## src/rtl/wb_port_arbiter_pkg.sv

```systemverilog
`default_nettype none
// ============================================================================
// Module   : wb_port_arbiter_pkg
// Brief    : Shared types and constants for the write-back port arbiter.
// Revision : 1.0
// ============================================================================
package wb_port_arbiter_pkg;

    localparam int c_ADDR_W = 5;
    localparam int c_DATA_W = 32;

    typedef logic [c_ADDR_W-1:0] gr_t;
    typedef logic [c_DATA_W-1:0] dtype_t;

    typedef struct packed {
        logic   valid;
        gr_t    rd;
        dtype_t data;
    } wb_req_t;

    localparam int c_WB_SRC_ALU = 0;
    localparam int c_WB_SRC_LSU = 1;
    localparam int c_WB_SRC_MDU = 2;

    // Population count of up to eight request lines.
    function automatic logic [3:0] count_ones(input logic [7:0] vec);
        logic [3:0] w_sum;
        w_sum = '0;
        for (int i = 0; i < 8; i++) begin
            w_sum = w_sum + {3'b000, vec[i]};
        end
        return w_sum;
    endfunction

endpackage : wb_port_arbiter_pkg
`default_nettype wire

```

## src/rtl/wb_port_arbiter_rr_pick.sv

```systemverilog
`default_nettype none
// ============================================================================
// Module   : wb_port_arbiter_rr_pick
// Brief    : Combinational round-robin picker starting the scan at ptr.
// Revision : 1.0
// ============================================================================
module wb_port_arbiter_rr_pick #(
    parameter int NREQ  = 3,
    parameter int IDX_W = $clog2(NREQ)
) (
    input  logic [NREQ-1:0]  eligible,
    input  logic [IDX_W-1:0] ptr,
    output logic [IDX_W-1:0] winner,
    output logic             any
);

    logic [IDX_W-1:0] w_idx;

    // Scan from the farthest offset back to ptr so the nearest hit wins last.
    always_comb begin
        winner = '0;
        any    = 1'b0;
        w_idx  = '0;
        for (int k = NREQ - 1; k >= 0; k--) begin
            w_idx = IDX_W'((int'(ptr) + k) % NREQ);
            if (eligible[w_idx]) begin
                winner = w_idx;
                any    = 1'b1;
            end
        end
    end

endmodule : wb_port_arbiter_rr_pick
`default_nettype wire

```

## src/rtl/wb_port_arbiter.sv

```systemverilog
`default_nettype none
// ============================================================================
// Module   : wb_port_arbiter
// Brief    : Round-robin arbiter sharing the register-file write port.
// Revision : 1.0
// ============================================================================
module wb_port_arbiter
    import wb_port_arbiter_pkg::*;
#(
    parameter int NREQ   = 3,
    parameter int ADDR_W = c_ADDR_W,
    parameter int DATA_W = c_DATA_W,
    parameter int CNT_W  = 16
) (
    input  logic                      clk,
    input  logic                      reset,
    input  logic                      flush,
    input  logic [NREQ-1:0]           req_valid,
    input  logic [NREQ*ADDR_W-1:0]    req_rd,
    input  logic [NREQ*DATA_W-1:0]    req_data,
    output logic [NREQ-1:0]           req_ready,
    output logic                      wb_en,
    output logic [ADDR_W-1:0]         wb_rd,
    output logic [DATA_W-1:0]         wb_data,
    output logic [$clog2(NREQ)-1:0]   wb_src,
    output logic [CNT_W-1:0]          contention_cnt
);

    localparam int c_IDX_W = $clog2(NREQ);

    logic [ADDR_W-1:0]  w_rd   [NREQ];
    logic [DATA_W-1:0]  w_data [NREQ];
    logic [NREQ-1:0]    w_eligible;
    logic [NREQ-1:0]    w_zero;
    logic [NREQ-1:0]    w_win_onehot;
    logic [c_IDX_W-1:0] w_winner;
    logic               w_any;
    logic               w_grant;
    logic               w_contend;
    logic [c_IDX_W-1:0] w_ptr_next;

    logic [c_IDX_W-1:0] r_ptr;
    logic               r_wb_en;
    logic [ADDR_W-1:0]  r_wb_rd;
    logic [DATA_W-1:0]  r_wb_data;
    logic [c_IDX_W-1:0] r_wb_src;
    logic [CNT_W-1:0]   r_cnt;

    for (genvar gi = 0; gi < NREQ; gi++) begin : g_req
        assign w_rd[gi]       = req_rd[gi*ADDR_W +: ADDR_W];
        assign w_data[gi]     = req_data[gi*DATA_W +: DATA_W];
        assign w_eligible[gi] = req_valid[gi] && (w_rd[gi] != '0);
        assign w_zero[gi]     = req_valid[gi] && (w_rd[gi] == '0);
    end

    wb_port_arbiter_rr_pick #(
        .NREQ  (NREQ),
        .IDX_W (c_IDX_W)
    ) u_rr_pick (
        .eligible (w_eligible),
        .ptr      (r_ptr),
        .winner   (w_winner),
        .any      (w_any)
    );

    assign w_grant   = w_any && !flush;
    assign w_contend = !flush && (count_ones(8'(w_eligible)) >= 4'd2);

    // r0 writes are sunk alongside the winner; flush blocks everything.
    always_comb begin
        w_win_onehot = '0;
        if (w_grant) begin
            w_win_onehot[w_winner] = 1'b1;
        end
        req_ready = w_win_onehot | (w_zero & {NREQ{!flush}});
    end

    always_comb begin
        w_ptr_next = r_ptr;
        if (flush) begin
            w_ptr_next = '0;
        end else if (w_grant) begin
            w_ptr_next = (w_winner == c_IDX_W'(NREQ - 1)) ? '0 : w_winner + 1'b1;
        end
    end

    always_ff @(posedge clk or negedge reset) begin
        if (!reset) begin
            r_ptr     <= '0;
            r_wb_en   <= 1'b0;
            r_wb_rd   <= '0;
            r_wb_data <= '0;
            r_wb_src  <= '0;
            r_cnt     <= '0;
        end else begin
            r_ptr   <= w_ptr_next;
            r_wb_en <= w_grant;
            if (w_grant) begin
                r_wb_rd   <= w_rd[w_winner];
                r_wb_data <= w_data[w_winner];
                r_wb_src  <= w_winner;
            end
            if (w_contend && (r_cnt != '1)) begin
                r_cnt <= r_cnt + 1'b1;
            end
        end
    end

    assign wb_en          = r_wb_en;
    assign wb_rd          = r_wb_rd;
    assign wb_data        = r_wb_data;
    assign wb_src         = r_wb_src;
    assign contention_cnt = r_cnt;

endmodule : wb_port_arbiter
`default_nettype wire

```

## config.mk

```make
export PLATFORM = sky130hd
export DESIGN_NAME = wb_port_arbiter
export DESIGN_NICKNAME = d
export VERILOG_FILES = /design/src/rtl/wb_port_arbiter_pkg.sv /design/src/rtl/wb_port_arbiter_rr_pick.sv /design/src/rtl/wb_port_arbiter.sv
export SDC_FILE = /design/constraint.sdc
export NUM_CORES = 1
export LEC_CHECK = 0
export ABC_AREA = 1
export CAP_MARGIN = 20
export CORE_ASPECT_RATIO = 1.5
export CORE_UTILIZATION = 40
export CTS_CLUSTER_DIAMETER = 50
export CTS_CLUSTER_SIZE = 16
export DETAILED_ROUTE_END_ITERATION = 8
export GPL_TIMING_DRIVEN = 0
export PLACE_DENSITY = 0.79
export SLEW_MARGIN = 20
export SYNTH_ARGS = -nofsm -noshare
export SYNTH_HDL_FRONTEND = slang
export SYNTH_SLANG_ARGS = --single-unit
```

## constraint.sdc

```tcl
create_clock -name clk -period 2.61 [get_ports clk]
set_input_delay 0.6525 -clock clk [delete_from_list [all_inputs] [get_ports clk]]
set_output_delay 0.6525 -clock clk [all_outputs]
set_load 0.02 [all_outputs]
```

==> results of run 1 <==
## stage by stage
step	utilization, %	cell area, um^2	cells	TNS [ps]	total power [W]
floorplan	-	3730	527	0	0.00425
global placement	62.9	5620	812	-67120	0.00580
detailed placement	63.1	5630	813	-8100	0.00590
CTS	70.7	6310	851	-261	0.00770
global route	76.2	6810	871	-7290	0.00921
finish	76.2	6810	871	-3610	0.00873
## cell type report
class,instances,area [um^2]
Clock buffer,9,225
Buffer,24,235
Multi-Input combinational cell,341,2090
Clock inverter,7,93.8
Sequential cell,58,1450
Timing Repair Buffer,222,2170
Fill cell,611,2130
Inverter,100,397
Tap cell,110,138
## power breakdown
group | internal [W] | switching [W] | total, W
clock | 0.000832 | 0.000436 | 0.00127
combinational | 0.00279 | 0.00315 | 0.00594
sequential | 0.00129 | 0.000234 | 0.00152
## worst max-delay path, delay by kind of cell
kind	cells	cell delay [ps]
AOI/OAI and AO/OA	1	130
buffers and inverters	4	530
and+or+nand+nor	9	810
## cell usage in the layout (no fill, tap or decap), types with 3 or more instances in the layout
cell type	netlist	final
a21oi_1	73	39
a21oi_2	0	29
a21oi_4	1	6
buf_12	0	3
buf_2	11	14
buf_4	4	41
buf_6	10	15
buf_8	0	4
clkbuf_16	0	13
clkdlybuf4s15_2	0	5
clkdlybuf4s50_1	0	153
clkinvlp_4	0	3
dfrtp_1	58	58
dlygate4sd2_1	0	3
inv_1	96	89
inv_2	4	6
nand2_1	82	67
nand2_2	4	13
nand2_4	0	6
nand3_1	85	78
nand3_2	4	7
nand3_4	0	4
nand4_1	5	5
nor2_1	50	44
nor2_4	1	8
nor3_1	3	3
o21ai_0	8	4
o21ai_1	1	3
xnor2_1	4	4
xor2_1	8	8
## per-layer routing
layer / track usage (%) / part of all wire (%) / up-vias
met2: 52.2 / 54 / 213
met3: 6.26 / 6.1 / 58
met5: 0 / 0 / -
met4: 15.1 / 5.0 / 0
met1: 27.4 / 35 / 2108
li1: - / - / 2136
## registers in the layout, summed over array words and instances (netlist names)
signal and flops:
wb_en 1, contention_cnt 16, r_ptr 2, wb_src 2, wb_data 32, wb_rd 5
## timing repair
action                                 CTS  global route
resized for setup                      131            74
cloned                                   0             4
hold buffers                             0             0
pin swaps                               41            47
buffers inserted                        26            16
endpoints found under the hold margin    0             0
setup endpoints to repair                5            41
## worst paths after layout
path | start | endpoint | slack (ps) | cells past startpoint
setup / recovery | req_rd[0] | req_ready[0] | -170 | 14
hold / removal | reset | wb_data[29] | 230 | 1
setup reg to reg | r_ptr[0] | wb_data[14] | -90 | 20
hold reg to reg | wb_src[0] | wb_src[0] | 500 | 2
min in group clk | wb_src[0] | wb_src[0] | 500 | 2
max in group asynchronous | reset | contention_cnt[13] | 1870 | 2
## kinds of logic (layout without fill, tap and decap cells)
kind of cell | Yosys count | count (layout) | share of synthesized area, %
AND/OR/NAND/NOR | 239 | 239 | 29.2
buffers and inverters | 128 | 362 | 15.7
AO/OA/AOI/OAI | 86 | 86 | 12.0
flip-flops | 58 | 58 | 38.9
XOR/XNOR | 12 | 12 | 2.82
adder cells (fa/ha/maj) | 4 | 4 | 1.34
==> impl_metrics.tcl, run 1 <==
set metrics [dict create \
    grt_max_degree 35 \
    synthFlopType "dfrtp_1" \
    num_vias 4515 \
    synth_area_leaders "dfrtp_1 (39%), nand3_1 (11%), a21oi_1 (9.8%)" \
    tightest_slew_ps 521 \
    crit_path_end_kind "output port" \
    timing.hold.ws_ps 226 \
    cts_made_buffers 9 \
    crit_path_cell_trace "clkdlybuf4s15_2, nor2_4, nand3_4, nand2_2, inv_2, nand2_2, nand3_2, nand2_4, nand2_2, nand2_2, buf_6, nand4_1, o21ai_1, buf_4" \
    ys_types 29 \
    die_area_mm2 0.00972 \
    diodes 0 \
    htree_num_levels 3 \
    hpwl_mm 9.73 \
    routabilityCongestion 0.856 \
    cpMostUsedCell "nand2_2" \
    synth.avg_cell_area_um2 7.07 \
    leakage_nw 3.26 \
    rows 42 \
    insertion_delay_ps 330 \
    worst-path-max-fanout 4 \
    setup_viol 37 \
    clk_path_buf_depth 2 \
    place_worst_setup_slack_ps -1320 \
    syn_inst 527 \
    die-width_um 80.8 \
    synth_most_common_cell "inv_1" \
    coreArea_mm2 0.00893 \
    failed_checks "negative setup slack" \
    cts_root_buf "clkbuf_16" \
    synth_edf_count 0 \
    yosysSeqAreaShare_pct 38.9 \
    start_util_pct 41.7 \
    synth.ff_latch_count 58 \
    yosys.area.top_type "dfrtp_1" \
    synthesis.area_mm2 0.00373 \
    max_stage_delay_ps 210 \
    drv_cap 0 \
    port_buffers 175 \
    grt.total_usage_pct 28.0 \
    drtPass1Iterations 4 \
    synth_top_area_share_pct 38.9 \
    period_minus_slack_ps 2780 \
    vdd_drop_max_v 0.000909 \
    yosys-top-cells-count "inv_1 (96), nand3_1 (85), nand2_1 (82)" \
    drt_iter0_markers 233 \
    io_pins 176 \
    clkSinkCount 58 \
    hold_path_class "input pin to async pin" \
    ant_nets 0 \
    clock.fmax_ghz 0.359 \
    crit_type "input pin to output port" \
    arrival_ps 2130 \
    syn-num-nets 648 \
    cts_tree "built" \
    nets 877 \
    antenna_found_initial 0 \
    wl_per_cell_um 16.7 \
    post-route-period-util_pct 107 \
    slew_violations 0 \
    area_growth_pct 82.6 \
    drc_errors 0 \
    max_slew_margin_pct 65.3 \
    die_h_um 120 \
    status "finished, violations left" \
    rsz0062_at_grt "yes" \
    grt_overflow 0 \
    slowest_stage "clkdlybuf4s15_2" \
    start_kind "input pin" \
    fin_ws_ps -174 \
    required_ps 1960 \
    grt_pass1_wl_mm 20.6 \
    async_reset_ff_share_pct 100 \
    skew_ps 3.94 \
    grt_pass1_vias 4333 \
    synth_warnings 0 \
    drive_above_1_share_pct 25.4 \
    finalHoldViolCount 0 \
    routed_wl_mm 14.5 \
    cts.reportedPaths.clkPinSlew_ps 60 \
    p_per_area_mw_per_mm2 1280 \
    viasPerCell 5.18 \
]
Power figures use the tool's default switching activity.
==> inputs of run 2 (changes only) <==
--- a/config.mk
+++ b/config.mk
@@ -8,3 +8,2 @@
 export ABC_AREA = 1
-export CAP_MARGIN = 20
 export CORE_ASPECT_RATIO = 1.5
@@ -16,3 +15,2 @@
 export PLACE_DENSITY = 0.79
-export SLEW_MARGIN = 20
 export SYNTH_ARGS = -nofsm -noshare
--- a/constraint.sdc
+++ b/constraint.sdc
@@ -3,2 +3,2 @@
 set_output_delay 0.6525 -clock clk [all_outputs]
-set_load 0.02 [all_outputs]
+set_load 0.1 [all_outputs]
==> run 2 against run 1 <==
  * The flow still finishes with violations (negative setup slack)
  * Worst hold slack improved by 150 ps
  * Critical endpoint unchanged
  * Final area fell by 4.0%
  * Fmax fell by 4.2%
  * Via count down 2.0%
  * Sequential share of layout area increased by 0.89 points
  * Highest routed layer unchanged
  * Routed wire length shrank 7.2%
  * Critical path type is now flip-flop to output port
  * Register-to-register slack got worse by 160 ps
  * Setup slack lost 120 ps
  * Core utilization is 3.1 points lower
  * Flip-flop and latch count unchanged
  * First-iteration DRC count up 16%
  * Clock-buffer cell count increased by 2
==> impl_metrics.tcl, run 2 (synthesized netlist as in run 1, its figures left out) <==
set metrics [dict create \
    status "finished, violations left" \
    failed_checks "negative setup slack" \
    setup_viol 41 \
    io_pins 176 \
    ant_nets 0 \
    rsz0062_at_grt "yes" \
    grt_max_degree 31 \
    cts.reportedPaths.clkPinSlew_ps 50 \
    worst-path-max-fanout 4 \
    period_minus_slack_ps 2910 \
    grt_pass1_wl_mm 20.8 \
    drive_above_1_share_pct 19.2 \
    coreArea_mm2 0.00893 \
    grt_overflow 0 \
    grt_pass1_vias 4465 \
    crit_type "flip-flop to output port" \
    clk_path_buf_depth 2 \
    mostFrequentLayoutCell "clkdlybuf4s50_1" \
    grt.total_usage_pct 28.1 \
    drtPass1Iterations 5 \
    top_usage_layer "met2" \
    largest_reg_flops 32 \
    mostFrequentLayoutCells "clkdlybuf4s50_1 (150), inv_1 (89), nand3_1 (79)" \
    post-route-period-util_pct 111 \
    gr-usage-met1_pct 29.7 \
    finalHoldViolCount 0 \
    crit_path_end_kind "output port" \
    hpwl_mm 9.39 \
    start_util_pct 41.7 \
    required_ps 1960 \
    skew_ps 8.66 \
    routed_wl_mm 13.5 \
    cts_root_buf "clkbuf_16" \
    fin_ws_ps -297 \
    clock.fmax_ghz 0.344 \
    timing.hold.ws_ps 381 \
    drt_iter0_markers 270 \
    drv_cap 0 \
    cts_made_buffers 9 \
    nets 866 \
    drc_errors 0 \
    clkSinkCount 58 \
    hold_path_class "input pin to async pin" \
    final_util_pct 73.2 \
    die-width_um 80.8 \
    die_area_mm2 0.00972 \
    use_met3_pct 5.89 \
    wl_per_cell_um 15.7 \
    viasPerCell 5.14 \
    num_vias 4426 \
    insertion_delay_ps 330 \
    htree_num_levels 3 \
    antenna_found_initial 2 \
    crit_start "r_ptr[1]" \
    port_buffers 175 \
    arrival_ps 2250 \
    slew_violations 0 \
    regToRegStartpoint "r_ptr[1]" \
    tightest_slew_ps 1030 \
    area_growth_pct 75.3 \
    max_slew_margin_pct 31.0 \
    cts_tree "built" \
    die_h_um 120 \
    rows 42 \
    start_kind "flip-flop" \
    routabilityCongestion 0.975 \
    grt_use_met2_pct 51.5 \
]
==> run 2: changes by cell type in the layout (fill, tap and decap cells not counted), moves of 3 or more <==
cell and change:
buf_2 +3, clkdlybuf4s15_2 -3, buf_6 -6, nand2_2 -6, buf_4 -8, a21oi_4 -5
a21oi_2 -27, clkdlybuf4s50_1 -3, buf_12 +3, nand2_1 +6, a21oi_1 +32, dlymetal6s2s_1 +3
==> run 2: cell type report <==
type	count	area, um^2
clock inverters	4	51.3
well taps	110	138
multi-input cells	341	1940
plain buffers	24	219
diodes	2	5.00
repair buffers	211	2090
clock buffers	11	253
fillers	676	2400
inverters	100	388
flip-flops and latches	58	1450
==> run 2: through the flow <==
| stage | area [um^2] | setup WS (ps) | setup TNS (ps) | std cells |
|---|---|---|---|---|
| after global routing | 6530 | -381 | -11240 | 860 |
| after CTS | 6330 | -212 | -3310 | 850 |
| final | 6540 | -297 | -7240 | 861 |
| after floorplan | 3880 | -87.4 | -120 | 527 |
| after global placement | 5770 | -1830 | -67260 | 812 |
| after detailed placement | 5780 | -1860 | -11030 | 813 |
==> run 2: path summary, 6_finish.rpt <==
path                                       to  slack (ps)  cells after the start
max in group asynchronous            wb_rd[4]        1610                      2
max reg2reg                       wb_data[18]        -250                     20
max                              req_ready[0]        -300                     11
min in group clk           contention_cnt[14]         500                      1
min                               wb_data[25]         380                      1
min reg2reg                contention_cnt[14]         500                      1
==> run 2: repair_timing <==
action,CTS,global route
resized for setup,112,23
setup endpoints to repair,5,45
hold buffers,0,0
pin swaps,52,21
setup buffers,24,8
cloned,0,3
==> run 2: worst max-delay path, cell delays in order, from the launching register on <==
cell	delay (ps)
dfrtp_1	420
ha_4	330
inv_6	50
nand3_4	80
nand2_4	70
a21oi_4	170
nand2_1	90
nand3_2	80
buf_6	100
nand4_1	200
o21ai_4	140
buf_12	190
==> run 2: metal layers <==
metal,vias up,part of all wire (%)
li1,2112,-
met1,2087,37
met2,191,53
met3,36,6.5
met4,0,3.3
met5,-,0
Power of run 2 is not shown: default switching activity piles up to over one toggle a cycle in this logic, so the estimate is an artifact.
